### config.mk
export PLATFORM = sky130hd
export DESIGN_NAME = instr_fetch_ctrl
export DESIGN_NICKNAME = d
export VERILOG_FILES = /design/src/rtl/instr_fetch_ctrl.sv
export SDC_FILE = /design/constraint.sdc
export NUM_CORES = 1
export LEC_CHECK = 0
export BUFFER_PORTS_ARGS = -buffer_cell sky130_fd_sc_hd__buf_2
export CAP_MARGIN = 20
export CELL_PAD_IN_SITES_DETAIL_PLACEMENT = 0
export CELL_PAD_IN_SITES_GLOBAL_PLACEMENT = 2
export CORE_MARGIN = 5
export CORE_UTILIZATION = 23
export DETAILED_ROUTE_END_ITERATION = 8
export PLACE_DENSITY_LB_ADDON = 0.1
export REMOVE_ABC_BUFFERS = 1
export SLEW_MARGIN = 20
export SYNTH_ARGS = -nofsm -noshare
export SYNTH_HDL_FRONTEND = slang
export SYNTH_SLANG_ARGS = --single-unit
### constraint.sdc
create_clock -name clk -period 2.18 [get_ports clk]
set_clock_uncertainty 0.15 [all_clocks]
set_input_delay 0.436 -clock clk [delete_from_list [all_inputs] [get_ports clk]]
set_output_delay 0.436 -clock clk [all_outputs]
set_load 0.005 [all_outputs]
### src/rtl/instr_fetch_ctrl.sv
// Instruction-source front end for the 4-bit CPU.
// Owns the program counter, strobes an external synchronous ROM and hands
// each instruction to decode/execute over a valid/ready handshake.
// Sources: manual switches, free-run, single-step, or hold.
//
// state   | meaning
// --------+-------------------------------------------------------------
// S_IDLE  | no instruction pending; waiting for a fetch or manual load
// S_FETCH | ROM read launched last cycle; rom_data is valid this cycle
// S_VALID | instr_out holds an instruction the consumer has not taken yet
module instr_fetch_ctrl #(
    parameter int IW   = 8,
    parameter int AW   = 4,
    parameter bit WRAP = 1'b1
) (
    input  logic          clk,
    input  logic          reset,
    input  logic [1:0]    mode,
    input  logic          pc_enable,
    input  logic          step,
    input  logic          manual_load,
    input  logic [IW-1:0] instruction,
    input  logic          jump_en,
    input  logic [AW-1:0] jump_addr,
    input  logic [IW-1:0] rom_data,
    input  logic          instr_ready,
    output logic [AW-1:0] rom_addr,
    output logic          rom_en,
    output logic [IW-1:0] instr_out,
    output logic          instr_valid,
    output logic [AW-1:0] pc_out,
    output logic          halted
);

    localparam logic [1:0] S_IDLE  = 2'd0;
    localparam logic [1:0] S_FETCH = 2'd1;
    localparam logic [1:0] S_VALID = 2'd2;

    localparam logic [1:0] M_MANUAL = 2'b00;
    localparam logic [1:0] M_RUN    = 2'b01;
    localparam logic [1:0] M_STEP   = 2'b10;

    localparam logic [AW-1:0] PC_LAST = {AW{1'b1}};

    logic [1:0]    state;
    logic [AW-1:0] pc;
    logic          halted_q;
    logic          step_q;
    logic          step_edge;
    logic          go;
    logic          launch;

    // Fetch request and launch decision; a jump always wins over a launch.
    always_comb begin
        step_edge = step & ~step_q;
        go        = ~halted_q & (((mode == M_RUN) & pc_enable) |
                                 ((mode == M_STEP) & step_edge));
        launch    = 1'b0;
        if (go && !jump_en) begin
            case (state)
                S_IDLE:  launch = 1'b1;
                S_VALID: launch = instr_ready;
                default: launch = 1'b0;
            endcase
        end
    end

    // Gated by reset so the strobe drops immediately when reset asserts.
    assign rom_en   = launch & reset;
    assign rom_addr = pc;
    assign pc_out   = pc;
    assign halted   = halted_q;

    // Step history for rising-edge detection.
    always_ff @(posedge clk or negedge reset) begin
        if (!reset) begin
            step_q <= 1'b0;
        end else begin
            step_q <= step;
        end
    end

    // Program counter and end-of-program flag.
    always_ff @(posedge clk or negedge reset) begin
        if (!reset) begin
            pc       <= '0;
            halted_q <= 1'b0;
        end else if (jump_en) begin
            pc       <= jump_addr;
            halted_q <= 1'b0;
        end else if (launch) begin
            pc <= pc + 1'b1;
            if ((WRAP == 1'b0) && (pc == PC_LAST)) begin
                halted_q <= 1'b1;
            end
        end
    end

    // Handshake FSM and instruction register.
    always_ff @(posedge clk or negedge reset) begin
        if (!reset) begin
            state       <= S_IDLE;
            instr_out   <= '0;
            instr_valid <= 1'b0;
        end else begin
            case (state)
                S_IDLE: begin
                    if (launch) begin
                        state <= S_FETCH;
                    end else if ((mode == M_MANUAL) && manual_load) begin
                        instr_out   <= instruction;
                        instr_valid <= 1'b1;
                        state       <= S_VALID;
                    end
                end
                S_FETCH: begin
                    if (jump_en) begin
                        state <= S_IDLE;
                    end else begin
                        instr_out   <= rom_data;
                        instr_valid <= 1'b1;
                        state       <= S_VALID;
                    end
                end
                S_VALID: begin
                    if (instr_ready) begin
                        instr_valid <= 1'b0;
                        state       <= launch ? S_FETCH : S_IDLE;
                    end
                end
                default: begin
                    instr_valid <= 1'b0;
                    state       <= S_IDLE;
                end
            endcase
        end
    end

endmodule
==> flow_metrics.tcl, run 1 <==
set metrics [dict create \
    status "finished, final reports clean" \
    core_area_um2 3420 \
    drcViolationCount 0 \
    cts_resized 0 \
    cp_max_fo 2 \
    yosys-top-cells-area "dfrtp_1, mux2i_1, o21ai_0, nand2_1, buf_4" \
    power.leakage_nw 0.590 \
    synthTopCellsByCount "dfrtp_1, nand2_1, o21ai_0" \
    synthToLayoutAreaGrowth_pct 36.1 \
    nFillCells 383 \
    cts.clk_slew.worst_paths_ns 0.10 \
    grt_pass1_wl_um 3400 \
    cts-root-buf "clkbuf_4" \
    crit_path_end_kind "primary output" \
    nets 161 \
    num_rows 21 \
    clock_sinks 16 \
    timing.final.crit_share_pct 90.1 \
    ios 48 \
    antenna_cells 0 \
    route.vias.total 717 \
    min_period_ns 1.96 \
    yosysMostFrequentCell "dfrtp_1" \
    maxSlewHeadroom_pct 35.2 \
    vdd_ir_drop_max_mv 0.230 \
    max_slew.worst_pin.slew_ns 0.969 \
    routedWlPerCell_um 11.6 \
    rrSetupSlack_ns 0.34 \
    tns_ns 0 \
    yosysTopAreaCellShare_pct 48.0 \
    dr.pass1.iters 3 \
    synth_cell_type_count 29 \
    fmax_mhz 509 \
    powerDensity_nw_per_um2 682 \
    io_buffers 46 \
    ys_seq_elements 16 \
    startpoint "reset" \
    crit_required_ns 1.59 \
    die_h_um 70.2 \
    crit_type "input pin to primary output" \
    avgSynthCellArea_um2 9.94 \
    die_x_um 70.2 \
    drt_wl_total_um 2050 \
    rr_startpoint "state[0]" \
    cts_tree "done" \
    rr_worst_depth 3 \
    min_path_type "input pin to flip-flop" \
    cts_buffers 3 \
    clk_latency_ns 0.28 \
    cp.arrival_ns 1.38 \
    synthCells 84 \
    ys_seq_area_share_pct 48.0 \
    multi_input_area_um2 353 \
    htreeDepth 1 \
    min_from "step" \
    worst_setup_path_start_kind "input pin" \
    grt_pass1_vias 749 \
    crit-reg2reg-capture "state[1]" \
    antenna_found_initial 0 \
    async_flop_share_pct 100 \
    ys.flop_type "dfrtp_1" \
    synth_area_leader_cell "dfrtp_1" \
    synth_area_um2 835 \
    start_util_pct 24.4 \
    dpl_cell_area_um2 1090 \
    place_congestion 0.652 \
    hpwl_um 1660 \
    die_area_um2 4930 \
    grt.total_usage_pct 8.54 \
    grt_max_degree 18 \
    grt_remaining_overflow 0 \
    rsz0062_at_grt "false" \
    maxSlewViolCount 0 \
    drive_gt1_share_pct 43.1 \
    setup_viol 0 \
    seqCellArea_um2 400 \
    worstHoldEndpoint "step_q" \
    yosysWarningCount 0 \
    drt_iter0_drc 9 \
    hold_viol 0 \
    vias_per_cell 4.07 \
    postRouteAntennaNets 0 \
    hold_depth 1 \
    clockBufferDepth 2 \
    final_cell_area_um2 1140 \
    synth_edf_count 0 \
    maxCapViolations 0 \
]
## power breakdown
group | switching (mW) | internal (mW) | leakage, nW
registers | 0.0359 | 0.353 | 0.196
logic | 0.0881 | 0.102 | 0.373
clock network | 0.0947 | 0.102 | 0.0210
total | 0.219 | 0.556 | 0.590
## what timing repair did
action | 4_1_cts | 5_1_grt
setup buffers | 0 | 0
endpoints found under the hold margin | 16 | 0
hold buffers | 1 | 0
## logic make-up after synthesis
logic type | after synthesis | synth area share [%]
DFF | 16 | 48.0
other | 1 | 0.449
xor gates and xnor gates | 1 | 1.05
AOI/OAI and AO/OA | 18 | 13.0
adders and majority gates | 1 | 1.50
buffers and inverters | 14 | 9.75
and+or+nand+nor | 24 | 15.3
muxes | 9 | 10.9
## worst max path at each step
stage / endpoint
2_1_floorplan: state[1]
3_3_place_gp: instr_out[4]
3_5_place_dp: state[1]
4_1_cts: rom_en
5_1_grt: instr_out[5]
6_report: rom_en
## stage by stage
stage	util, %	instances	worst slack, ns	power, mW	hold slack (ns)
after detailed placement	31.9	171	0.100	0.591	0.297
final	33.3	176	0.215	0.775	0.121
after floorplan	-	75	0.411	0.470	-0.00959
after global placement	31.9	171	0.160	0.589	0.291
after global routing	33.3	176	0.0676	0.834	0.111
after CTS	33.3	176	0.189	0.796	0.109
## critical path: stages
cell           delay, ns
dlygate4sd3_1       0.53
buf_2               0.13
and2_2              0.16
buf_2               0.13
## state kept, by name, summed over array words and instances, names as in the netlist
name,flops
instr_valid,1
step_q,1
instr_out,8
state,2
pc_out,4
## metal layers
| layer | track usage, % | vias up | wire [um] |
|---|---|---|---|
| li1 | - | 373 | - |
| met1 | 10.6 | 313 | 938 |
| met2 | 13.6 | 29 | 903 |
| met3 | 3.30 | 2 | 194 |
| met4 | 2.55 | 0 | 9 |
| met5 | 0 | - | 0 |
## final cells by class
cell class	count	share of cell area, %
Timing Repair Buffer	51	23.8
Tap cell	46	5.07
Multi-Input combinational cell	54	31.1
Inverter	5	1.65
Clock buffer	4	3.19
Sequential cell	16	35.2
## cell usage in the layout, fill, tap and decap left out, types with 2 or more instances in the layout
master and count:
dfrtp_1 16, inv_1 5, nand2_1 13, nor2_1 2
buf_4 4, o21ai_0 11, clkbuf_4 3, buf_2 46
mux2i_1 8, nor4b_1 2
(Power assumes the default switching activity.)
==> run 2: changes to the inputs <==
--- a/config.mk
+++ b/config.mk
@@ -10,7 +10,7 @@
 export CELL_PAD_IN_SITES_DETAIL_PLACEMENT = 0
 export CELL_PAD_IN_SITES_GLOBAL_PLACEMENT = 2
 export CORE_MARGIN = 5
-export CORE_UTILIZATION = 23
+export CORE_UTILIZATION = 25
 export DETAILED_ROUTE_END_ITERATION = 8
 export PLACE_DENSITY_LB_ADDON = 0.1
 export REMOVE_ABC_BUFFERS = 1
==> constraint.sdc (replaced) <==
create_clock -name clk -period 2.41 [get_ports clk]
set_clock_uncertainty 0.15 [all_clocks]
set_input_delay 0.1205 -clock clk [delete_from_list [all_inputs] [get_ports clk]]
set_output_delay 0.1205 -clock clk [all_outputs]
set_load 0.005 [all_outputs]
==> flow_metrics.tcl, run 2 (same netlist as run 1, synthesis figures left out) <==
set metrics [dict create \
    grt_max_degree 18 \
    min_path_type "input pin to flip-flop" \
    antenna_cells 0 \
    min_from "jump_en" \
    clockBufferDepth 2 \
    status "finished, final reports clean" \
    setup_viol 0 \
    maxCapViolations 0 \
    crit_type "flip-flop to primary output" \
    postRouteAntennaNets 0 \
    maxSlewHeadroom_pct 62.1 \
    final_common_cell "buf_2" \
    grt_pass1_wl_um 3640 \
    rr_startpoint "state[0]" \
    antenna_found_initial 0 \
    cp.arrival_ns 1.64 \
    final_cell_area_um2 1330 \
    powerDensity_nw_per_um2 549 \
    worst_setup_path_start_kind "flip-flop" \
    hold_viol 0 \
    cts-root-buf "clkbuf_4" \
    core_area_um2 3280 \
    dr.pass1.iters 4 \
    worst_slack_ns 0.496 \
    startpoint "state[0]" \
    min_period_ns 1.91 \
    vias_per_cell 4.19 \
    final_cells 195 \
    drive_gt1_share_pct 35.6 \
    crit_required_ns 2.14 \
    path_cells "nor2_1, o211a_1, and2_2, buf_2" \
    crit_path_end_kind "primary output" \
    grt_remaining_overflow 0 \
    clock_sinks 16 \
    numPlacedInstances 168 \
    hpwl_um 1550 \
    htreeDepth 1 \
    synthToLayoutAreaGrowth_pct 59.8 \
    clk_latency_ns 0.29 \
    start_util_pct 25.4 \
    io_buffers 46 \
    drt_wl_total_um 2210 \
    die_area_um2 4590 \
    tns_ns 0 \
    drcViolationCount 0 \
    nets 180 \
    regMostFlops "instr_out" \
    cts_tree "done" \
    die_h_um 67.8 \
    drt_iter0_drc 16 \
    place_congestion 0.704 \
    final_cell_mix "buf_2, dlygate4sd3_1, dfrtp_1" \
    vdd_ir_drop_max_mv 0.234 \
    grt_pass1_vias 862 \
    route.vias.total 817 \
    grt.total_usage_pct 10.5 \
    ios 48 \
    fmax_mhz 522 \
    power.leakage_nw 0.665 \
    largest_reg_flops 8 \
    num_rows 21 \
    cts.clk_slew.worst_paths_ns 0.10 \
    max_slew.worst_pin.slew_ns 0.568 \
    rsz0062_at_grt "false" \
    slowest_delay_ns 0.72 \
    cts_buffers 3 \
    die_x_um 67.8 \
    dpl_cell_area_um2 1070 \
    slowest_stage "dfrtp_1" \
    cp_max_fo 13 \
    maxSlewViolCount 0 \
    routedWlPerCell_um 11.3 \
    dp_slack_ns 0.613 \
    timing.final.crit_share_pct 79.4 \
]
-- run 2: cell types whose count changed in the layout (fill, tap and decap cells not counted) --
cell           change
buf_4              -3
dlygate4sd3_1     +22
-- run 2: critical path: cells and delay by family, from the launching register on --
family | cells | cell delay, ns
buffers and inverters | 1 | 0.12
and+or+nand+nor | 2 | 0.31
AOI/OAI and AO/OA | 1 | 0.22
DFF | 1 | 0.72
-- run 2: metal layers --
| metal | GRT usage (%) | vias to the layer above | wire length, um |
|---|---|---|---|
| met2 | 19.4 | 29 | 1100 |
| li1 | - | 414 | - |
| met4 | 2.98 | 0 | 12 |
| met3 | 2.33 | 2 | 168 |
| met1 | 11.8 | 372 | 923 |
| met5 | 0 | - | 0 |
-- run 2: layout make-up --
type                            count  area (um2)
Clock buffer                        4        36.3
Fill cell                         341        1950
Inverter                            5        18.8
Multi-Input combinational cell     54         353
Sequential cell                    16         400
Tap cell                           46        57.6
Timing Repair Buffer               70         468
-- run 2: where the power goes --
group | total, mW | internal [mW] | leakage, nW | switching (mW)
Combinational | 0.197 | 0.117 | 0.448 | 0.0807
Sequential | 0.354 | 0.319 | 0.196 | 0.0356
Clock | 0.181 | 0.0919 | 0.0210 | 0.0886
Total | 0.732 | 0.527 | 0.665 | 0.205
-- run 2: repair_timing --
action | 4_1_cts | 5_1_grt
endpoints found under the hold margin | 30 | 0
hold buffers | 23 | 0
setup buffers | 0 | 0
resized for setup | 0 | 0
-- run 2: worst paths after layout --
path                                      to  slack, ns  cells past startpoint
worst max-delay path                  rom_en       0.50                      4
worst min-delay path               pc_out[0]       0.01                      2
worst max register to register  instr_out[0]       0.53                      3
worst min register to register  instr_out[0]       0.33                      2
max in group asynchronous          pc_out[0]       1.70                      2
min in group asynchronous       instr_out[5]       0.12                      2
-- run 2: through the flow --
step                util (%)  hold slack [ns]  total power [mW]
floorplan                  -           -0.325             0.425
CTS                     40.6          0.00699             0.747
finish                  40.6           0.0128             0.732
detailed placement      32.5          -0.0757             0.530
global route            40.6           0.0238             0.794
global placement        32.5          -0.0697             0.529
